===== src/rtl/memory2_pkg.sv =====
// memory2_pkg -- types shared by the memory2 pipeline stage and its neighbours.
//   memory1_memory2_pass_t   : instruction handed from memory1 into memory2
//   memory2_writeback_pass_t : result handed from memory2 to writeback
//   excp_pass_t              : exception record travelling with an instruction
//   forward_req_t            : register forwarding source for decode/execute
//   mem2_state_t             : memory2 load-response FSM states
//   BYTE / HALF_WORD / WORD  : load access size encodings
// Optional feature macro: MEM2_DIFFTEST_EN adds difftest fields to the
// writeback pass structure.
package memory2_pkg;

    localparam logic [1:0] BYTE      = 2'd0;
    localparam logic [1:0] HALF_WORD = 2'd1;
    localparam logic [1:0] WORD      = 2'd2;

    typedef enum logic [1:0] {
        IDLE  = 2'd0,
        WAIT  = 2'd1,
        HOLD  = 2'd2,
        DRAIN = 2'd3
    } mem2_state_t;

    typedef struct packed {
        logic        valid;
        logic [5:0]  ecode;
        logic [31:0] badv;
    } excp_pass_t;

    typedef struct packed {
        logic        valid;
        logic [4:0]  idx;
        logic        data_valid;
        logic [31:0] data;
    } forward_req_t;

    typedef struct packed {
        logic        valid;
        logic [31:0] pc;
        logic [31:0] inst;
        logic [4:0]  rd;
        logic        is_wr_rd;
        logic        is_wr_rd_pc_plus4;
        logic [31:0] pc_plus4;
        logic [31:0] ex_out;
        logic        is_mem;
        logic        is_store;
        logic        is_signed;
        logic [1:0]  byte_type;
        logic [31:0] va;
        logic [31:0] pa;
        logic [31:0] st_data;
        logic [3:0]  byte_valid;
        logic        is_wr_csr;
        logic [13:0] csr_addr;
        logic [31:0] csr_data;
    } memory1_memory2_pass_t;

    typedef struct packed {
        logic        valid;
        logic [31:0] pc;
        logic [4:0]  rd;
        logic        is_wr_rd;
        logic [31:0] wr_data;
        logic        is_wr_csr;
        logic [13:0] csr_addr;
        logic [31:0] csr_data;
`ifdef MEM2_DIFFTEST_EN
        logic [31:0] inst;
        logic        is_ld;
        logic        is_st;
        logic [31:0] pa;
        logic [31:0] va;
        logic [31:0] st_data;
        logic [3:0]  byte_valid;
        logic [31:0] ld_data;
`endif
    } memory2_writeback_pass_t;

endpackage


===== src/rtl/memory2_load_align.sv =====
// load_align -- selects and extends the loaded value from a 32-bit data word.
//   word      : raw dcache word
//   byte_en   : low two address bits of the access
//   byte_type : BYTE / HALF_WORD / WORD
//   is_signed : 1 = sign-extend, 0 = zero-extend
//   result    : aligned, extended load value
import memory2_pkg::*;

module load_align (
    input  logic [31:0] word,
    input  logic [1:0]  byte_en,
    input  logic [1:0]  byte_type,
    input  logic        is_signed,
    output logic [31:0] result
);

    logic [7:0]  w_byte;
    logic [15:0] w_half;

    // Pick the addressed byte/half, then extend according to access size.
    always_comb begin
        w_byte = 8'd0;
        w_half = 16'd0;
        result = 32'd0;
        case (byte_en)
            2'd0:    w_byte = word[7:0];
            2'd1:    w_byte = word[15:8];
            2'd2:    w_byte = word[23:16];
            2'd3:    w_byte = word[31:24];
            default: w_byte = 8'd0;
        endcase
        if (byte_en[1]) begin
            w_half = word[31:16];
        end else begin
            w_half = word[15:0];
        end
        case (byte_type)
            BYTE:      result = {{24{is_signed & w_byte[7]}}, w_byte};
            HALF_WORD: result = {{16{is_signed & w_half[15]}}, w_half};
            WORD:      result = word;
            default:   result = word;
        endcase
    end

endmodule


===== src/rtl/memory2.sv =====
// memory2 -- second memory pipeline stage: waits for the dcache response of a
// load, aligns it, and hands results to writeback with forwarding info.
//   clk, rst_n          : clock, asynchronous active-low reset
//   flush               : kill the instruction held in this stage
//   next_rdy_in         : writeback can accept this cycle
//   rdy_in              : this stage can accept pass_in this cycle
//   pass_in/excp_pass_in: instruction and exception from memory1
//   dcache_data(_valid) : load response word, one-cycle pulse per load
//   fwd_req             : forwarding source for decode/execute
//   pass_out            : result to writeback, qualified by .valid
//   excp_pass_out       : exception to writeback
// Optional feature macro: MEM2_DIFFTEST_EN (difftest fields on pass_out).
import memory2_pkg::*;

module memory2 (
    input  logic                    clk,
    input  logic                    rst_n,
    input  logic                    flush,
    input  logic                    next_rdy_in,
    output logic                    rdy_in,
    input  memory1_memory2_pass_t   pass_in,
    input  excp_pass_t              excp_pass_in,
    input  logic [31:0]             dcache_data,
    input  logic                    dcache_data_valid,
    output forward_req_t            fwd_req,
    output memory2_writeback_pass_t pass_out,
    output excp_pass_t              excp_pass_out
);

    memory1_memory2_pass_t r_pass;
    excp_pass_t            r_excp;
    mem2_state_t           r_state;
    mem2_state_t           w_state_nxt;
    logic [31:0]           r_hold_buf;

    logic        w_is_load;
    logic        w_in_drain;
    logic        w_result_avail;
    logic        w_out_valid;
    logic        w_hold_cap;
    logic [31:0] w_ld_word;
    logic [31:0] w_ld_data;
    logic [31:0] w_wr_data;

    // A load with a pending exception never issued to the dcache.
    assign w_is_load      = r_pass.valid & r_pass.is_mem & ~r_pass.is_store & ~r_excp.valid;
    assign w_in_drain     = (r_state == DRAIN);
    assign w_result_avail = ~w_is_load | (r_state == HOLD) | dcache_data_valid;
    assign w_out_valid    = r_pass.valid & ~flush & ~w_in_drain & w_result_avail & next_rdy_in;
    assign w_hold_cap     = w_is_load & ~flush & dcache_data_valid & ~next_rdy_in
                            & ((r_state == IDLE) | (r_state == WAIT));
    // Bypass the live response, otherwise use the parked word.
    assign w_ld_word      = dcache_data_valid ? dcache_data : r_hold_buf;

    load_align u_load_align (
        .word      (w_ld_word),
        .byte_en   (r_pass.va[1:0]),
        .byte_type (r_pass.byte_type),
        .is_signed (r_pass.is_signed),
        .result    (w_ld_data)
    );

    // Ready: never while draining an orphan response; a flush always frees the slot.
    always_comb begin
        rdy_in = 1'b0;
        if (w_in_drain) begin
            rdy_in = 1'b0;
        end else if (flush | ~r_pass.valid) begin
            rdy_in = 1'b1;
        end else begin
            rdy_in = next_rdy_in & w_result_avail;
        end
    end

    // Write-back data source selection.
    always_comb begin
        w_wr_data = r_pass.ex_out;
        if (w_is_load) begin
            w_wr_data = w_ld_data;
        end else if (r_pass.is_wr_rd_pc_plus4) begin
            w_wr_data = r_pass.pc_plus4;
        end else begin
            w_wr_data = r_pass.ex_out;
        end
    end

    // Load-response FSM next state.
    always_comb begin
        w_state_nxt = r_state;
        case (r_state)
            IDLE: begin
                if (w_is_load & ~flush & ~dcache_data_valid) begin
                    w_state_nxt = WAIT;
                end else if (w_hold_cap) begin
                    w_state_nxt = HOLD;
                end else begin
                    w_state_nxt = IDLE;
                end
            end
            WAIT: begin
                // A response arriving with the flush is consumed and dropped here.
                if (flush) begin
                    w_state_nxt = dcache_data_valid ? IDLE : DRAIN;
                end else if (dcache_data_valid) begin
                    w_state_nxt = next_rdy_in ? IDLE : HOLD;
                end else begin
                    w_state_nxt = WAIT;
                end
            end
            HOLD: begin
                if (flush | next_rdy_in) begin
                    w_state_nxt = IDLE;
                end else begin
                    w_state_nxt = HOLD;
                end
            end
            DRAIN: begin
                if (dcache_data_valid) begin
                    w_state_nxt = IDLE;
                end else begin
                    w_state_nxt = DRAIN;
                end
            end
            default: w_state_nxt = IDLE;
        endcase
    end

    // FSM state, input register and hold buffer.
    always_ff @(posedge clk or negedge rst_n) begin
        if (!rst_n) begin
            r_state    <= IDLE;
            r_pass     <= '0;
            r_excp     <= '0;
            r_hold_buf <= 32'd0;
        end else begin
            r_state <= w_state_nxt;
            if (rdy_in) begin
                r_pass <= pass_in;
                r_excp <= excp_pass_in;
            end else if (flush) begin
                r_pass.valid <= 1'b0;
            end
            if (w_hold_cap) begin
                r_hold_buf <= dcache_data;
            end else if ((r_state == HOLD) & flush) begin
                r_hold_buf <= 32'd0;
            end
        end
    end

    // Output assembly toward writeback and forwarding.
    always_comb begin
        pass_out           = '0;
        pass_out.valid     = w_out_valid;
        pass_out.pc        = r_pass.pc;
        pass_out.rd        = r_pass.rd;
        pass_out.is_wr_rd  = r_pass.is_wr_rd;
        pass_out.wr_data   = w_wr_data;
        pass_out.is_wr_csr = r_pass.is_wr_csr;
        pass_out.csr_addr  = r_pass.csr_addr;
        pass_out.csr_data  = r_pass.csr_data;
`ifdef MEM2_DIFFTEST_EN
        pass_out.inst       = r_pass.inst;
        pass_out.is_ld      = r_pass.is_mem & ~r_pass.is_store;
        pass_out.is_st      = r_pass.is_mem & r_pass.is_store;
        pass_out.pa         = r_pass.pa;
        pass_out.va         = r_pass.va;
        pass_out.st_data    = r_pass.st_data;
        pass_out.byte_valid = r_pass.byte_valid;
        pass_out.ld_data    = w_ld_data;
`endif
        fwd_req            = '0;
        fwd_req.valid      = r_pass.is_wr_rd & (r_pass.rd != 5'd0) & r_pass.valid
                             & ~flush & ~w_in_drain;
        fwd_req.idx        = r_pass.rd;
        fwd_req.data_valid = w_result_avail;
        fwd_req.data       = w_wr_data;
        if (w_out_valid) begin
            excp_pass_out = r_excp;
        end else begin
            excp_pass_out = '0;
        end
    end

endmodule

===== config.mk =====
export PLATFORM = sky130hd
export DESIGN_NAME = memory2
export DESIGN_NICKNAME = d
export VERILOG_FILES = /design/src/rtl/memory2_pkg.sv /design/src/rtl/memory2_load_align.sv /design/src/rtl/memory2.sv
export SDC_FILE = /design/constraint.sdc
export NUM_CORES = 1
export LEC_CHECK = 0
export CAP_MARGIN = 0
export CORE_AREA = 2 2 219 221
export DETAILED_ROUTE_END_ITERATION = 6
export DIE_AREA = 0 0 221 223
export SYNTH_ARGS = -nofsm -noshare
export SYNTH_HDL_FRONTEND = slang
export SYNTH_SLANG_ARGS = --single-unit

===== constraint.sdc =====
create_clock -name clk -period 3 [get_ports clk]
set_input_delay 0.6 -clock clk [delete_from_list [all_inputs] [get_ports clk]]
set_output_delay 0.6 -clock clk [all_outputs]
set_load 0.03 [all_outputs]

# Yosys cells after proc, flatten, opt, wreduce, memory -nomap -nowiden
# Index checks and enable logic that the tools add are counted.
[totals] ff_bits=231
[op_classes] n_eq_ne=7 muxes=21 n_bitwise=33 n_reduce_logical=6
[ops] op="32-bit 2-to-1 mux" n=5
[ops] op="32-bit case mux with 2 select lines" n=1
[ops] op="39-bit 2-to-1 mux" n=1
[ops] op="8-bit case mux with 4 select lines" n=1
[ops] op="1-bit bitwise AND" n=20
[ops] op="16-bit 2-to-1 mux" n=1
[ops] op="2-bit 2-to-1 mux" n=7
[ops] op="2-bit equality test, second input constant" n=4
[ops] op="1-bit inverter" n=8
[ops] op="2-bit case mux with 4 select lines" n=1
[ops] op="2-bit by 1-bit equality test with 1-bit output, second input constant" n=3
[ops] op="2-bit zero test" n=3
[ops] op="1-bit bitwise OR" n=5
[ops] op="5-bit nonzero test" n=1
[ops] op="1-bit 2-to-1 mux" n=4
[ops] op="2-bit nonzero test" n=2

# Longest topological paths before layout
[depth] ltp_word=10 mapped_depth=8 mapped_depth_nobuf=4

# Hierarchy
# From an unflattened synthesis, not the netlist that was laid out.
[unflattened] hier_cells=1023 area_unflattened_um2=12146.6
[by_module_without_submodules] module="memory2" n_inst=1 cells_each=890 area_per_inst_um2=11123.2 seq_area_each_um2=5780.5
[by_module_without_submodules] module="load_align" n_inst=1 cells_each=133 area_per_inst_um2=1023.5 seq_area_each_um2=0.0

# Worst setup path before layout
# Ideal clock, no wire load.
[synth_timing] kind="input -> output" from="input port dcache_data_valid" to="output port pass_out[69] (netlist bit)" arrival_time_ns=2.455 required_time_ns=2.400 path_slack_ns=-0.055 path_stages=7 path_buffers=3 cell_sequence="mux4_2 > and3_1 > clkbuf_1 > clkbuf_1 > nor3_1 > a21oi_1 > buf_4"
[synth_rtl] item="start: declaration" line="memory2.sv:24" text="input logic dcache_data_valid,"
[synth_rtl] item="end: declaration" line="memory2.sv:26" text="output memory2_writeback_pass_t pass_out,"

==> results.py <==
metrics = {
    "status": {
        "outcome": "completed",
    },
    "power_and_ir_drop": {
        "power_mw": 9.80,
        "p_per_area_nw_per_um2": 526,
        "internal_power_mw": 6.85,
        "peakVddDrop_mv": 0.348,
        "power.share.sequential_pct": 36.1,
        "power_frac_comb_pct": 29.3,
        "p_leak_nw": 8.13,
        "pwr-share-clk_pct": 34.6,
        "p_sw_share_pct": 30.2,
        "p_switching_mw": 2.96,
    },
    "sta": {
        "min_period_ns": 2.98,
        "slew_violations": 0,
        "relSlewSlack_pct": 52.1,
        "fmax_mhz": 336,
        "layout_setup_ws_ns": 0.0209,
        "fin_skew_ns": 0.0116,
        "setup_tns_ns": 0,
        "fin_crit_sh_pct": 99.3,
        "worst_pin_slew_ns": 0.718,
        "hold_viol": 0,
        "rsz0062_at_grt": "true",
        "setup_viol": 0,
    },
    "clock_network": {
        "tritoncts": "done",
        "clkSinkCount": 231,
        "root_buffer": "clkbuf_16",
        "cts_max_level": 1,
        "clk_pin_slew_worst_paths_ns": 0.06,
        "cts_inserted_buffers": 29,
        "cts_hold_buf": 0,
        "clk_path_buf_depth": 3,
        "clk_latency_ns": 0.55,
    },
    "yosys": {
        "ys_warn_count": 0,
        "synth_top_family_by_area": "multiplexers",
        "async_flop_share_pct": 100,
        "synth_edf_count": 0,
        "synth_compound_area_share_pct": 7.67,
        "ys_types": 43,
        "syn_nets": 1318,
        "netlist_area_sq_um": 12200,
        "muxShareOfSynthArea_pct": 27.7,
        "post_synth.cell_area_avg_sq_um": 12.7,
        "yosys.area_share.adder_pct": 0,
        "synth-seq-area-share_pct": 47.6,
        "synthFlopType": "dfrtp_1",
        "synth-simple-area-share_pct": 6.27,
        "synth_xor_area_share_pct": 0,
        "ys_seq_elements": 231,
        "netlist_instances": 954,
    },
    "route": {
        "dr.first_iter.drc_count": 369,
        "wl_per_cell_um": 20.3,
        "drc_errors": 0,
        "antenna_left": 0,
        "num_vias": 8931,
        "vias_per_cell": 4.51,
        "first_pass_iters": 4,
        "wl_um": 40200,
    },
    "floorplanning": {
        "num_rows": 80,
        "core_sq_um": 47100,
        "dieHeight_um": 223,
        "io_pins": 561,
        "start_util_pct": 25.8,
        "die_w_um": 221,
        "die-area_sq_um": 49300,
    },
    "grt": {
        "antenna_found_initial": 3,
        "grt-ovfl-total": 0,
        "grt_pass1_wl_um": 59500,
        "grt_use_total_pct": 15.6,
        "grt_pass1_vias": 9595,
        "grt_max_degree": 76,
    },
    "placed_design": {
        "place.port_buffers": 430,
        "gp_congestion": 0.861,
        "hpwl_um": 29400,
        "pre_cts_ws_ns": -0.450,
        "dp_cells": 1889,
    },
    "cells_and_area": {
        "layout.nets": 1705,
        "final_cell_mix": "318 x clkdlybuf4s50_1, 228 x dfrtp_1, 138 x buf_4",
        "final_util_pct": 39.5,
        "final_cells": 1982,
        "drive_gt1_share_pct": 44.1,
        "layout_commonest_cell": "clkdlybuf4s50_1",
        "syn_to_final_growth_pct": 53.3,
    },
    "worst_setup_path": {
        "crit_path_end_kind": "primary output",
        "worstPathMaxFanout": 7,
        "cp.required_ns": 2.40,
        "crit_type": "register to primary output",
        "cp.arrival_ns": 2.38,
        "startpoint_type": "register",
    },
    "run": {
        "cap_violations": 0,
    },
    "min_path": {
        "min_path_type": "input port to asynchronous set/reset pin",
    },
}
[cell type report]
| class | instances | area (sq um) |
|---|---|---|
| Fill cell | 4454 | 28500 |
| Sequential cell | 231 | 5790 |
| Multi-Input combinational cell | 533 | 5730 |
| Timing Repair Buffer | 542 | 5390 |
| Clock buffer | 43 | 848 |
| Tap cell | 615 | 769 |
| Clock inverter | 10 | 78.8 |
| Inverter | 4 | 20.0 |
| Antenna cell | 4 | 10.0 |
[synth_stat cells, types with 2 or more instances]
cell | number | area, sq um
nand2_1 | 10 | 37.5
a21oi_1 | 29 | 145
or3_1 | 2 | 12.5
a211oi_1 | 8 | 60.1
a22o_1 | 32 | 280
a221o_1 | 7 | 70.1
mux2_4 | 100 | 1500
mux2i_1 | 42 | 420
o22ai_1 | 26 | 163
o21a_1 | 2 | 15.0
and2_1 | 39 | 244
buf_6 | 14 | 158
nor2b_1 | 11 | 68.8
clkbuf_1 | 28 | 105
nor3_1 | 26 | 130
buf_4 | 127 | 953
dfrtp_1 | 231 | 5780
buf_2 | 16 | 80.1
mux2_2 | 126 | 1420
nor2_1 | 29 | 109
nand2b_1 | 12 | 75.1
a31oi_1 | 8 | 50.1
a31o_2 | 7 | 61.3
inv_1 | 3 | 11.3
[metrics by stage]
step	cell area (sq um)	hold slack, ns
floorplan	12200	0.304
global placement	16500	0.479
detailed placement	16500	0.483
CTS	18100	0.0703
global route	18600	0.0918
finish	18600	0.0605
[final timing paths]
kind | start | to | slack, ns | depth (start not counted)
worst max-delay path | r_pass[116] | fwd_req[3] | 0.02 | 7
worst min-delay path | rst_n | r_pass[173] | 0.06 | 1
worst max register to register | r_pass[150] | pass_out[25] | 0.79 | 8
worst min register to register | r_pass[166] | r_pass[166] | 0.50 | 1
max in group asynchronous | rst_n | r_hold_buf[0] | 2.15 | 2
min in group clk | dcache_data[7] | r_hold_buf[7] | 0.48 | 2
[per-layer routing]
layer	global-route usage, %	vias to the layer above	wire length (um)	part of all wire [%]
li1	-	4046	-	-
met1	19.2	4449	16500	41
met2	26.6	376	19600	49
met3	4.37	60	2990	7.4
met4	4.24	0	1030	2.6
met5	0	-	0	0
[repair_timing]
action | 4_1_cts | 5_1_grt
pin swaps | 22 | 17
setup endpoints to repair | 64 | 86
resized for setup | 142 | 86
gates cloned | 2 | 1
buffers inserted | 23 | 12
[cells by family after synthesis]
group,count (synthesis)
buf+inv,190
flops,231
mux,269
simple gates,137
compound gates,127
[critical path, stage by stage (launching register included)]
cell and delay (ns):
dfrtp_2 0.43, buf_6 0.14, buf_12 0.15, mux2i_4 0.24, nand2b_1 0.09, a31o_4 0.25
a221o_1 0.38, buf_6 0.16
[sequential cells by signal, indices dropped and copies added (netlist names)]
name        flops
pass_out       80
r_pass         73
r_excp         39
r_hold_buf     32
fwd_req         5
r_state         2
[power groups by stage]
stage / Sequential (mW) / Combinational [mW] / Clock (mW)
after global routing: 3.57 / 3.02 / 3.63
after global placement: 3.58 / 2.59 / 0
after floorplan: 3.53 / 1.67 / 0
after CTS: 3.54 / 2.76 / 3.49
after detailed placement: 3.59 / 2.61 / 0
final: 3.54 / 2.87 / 3.39
No activity file was read; power rests on OpenSTA's default activity.
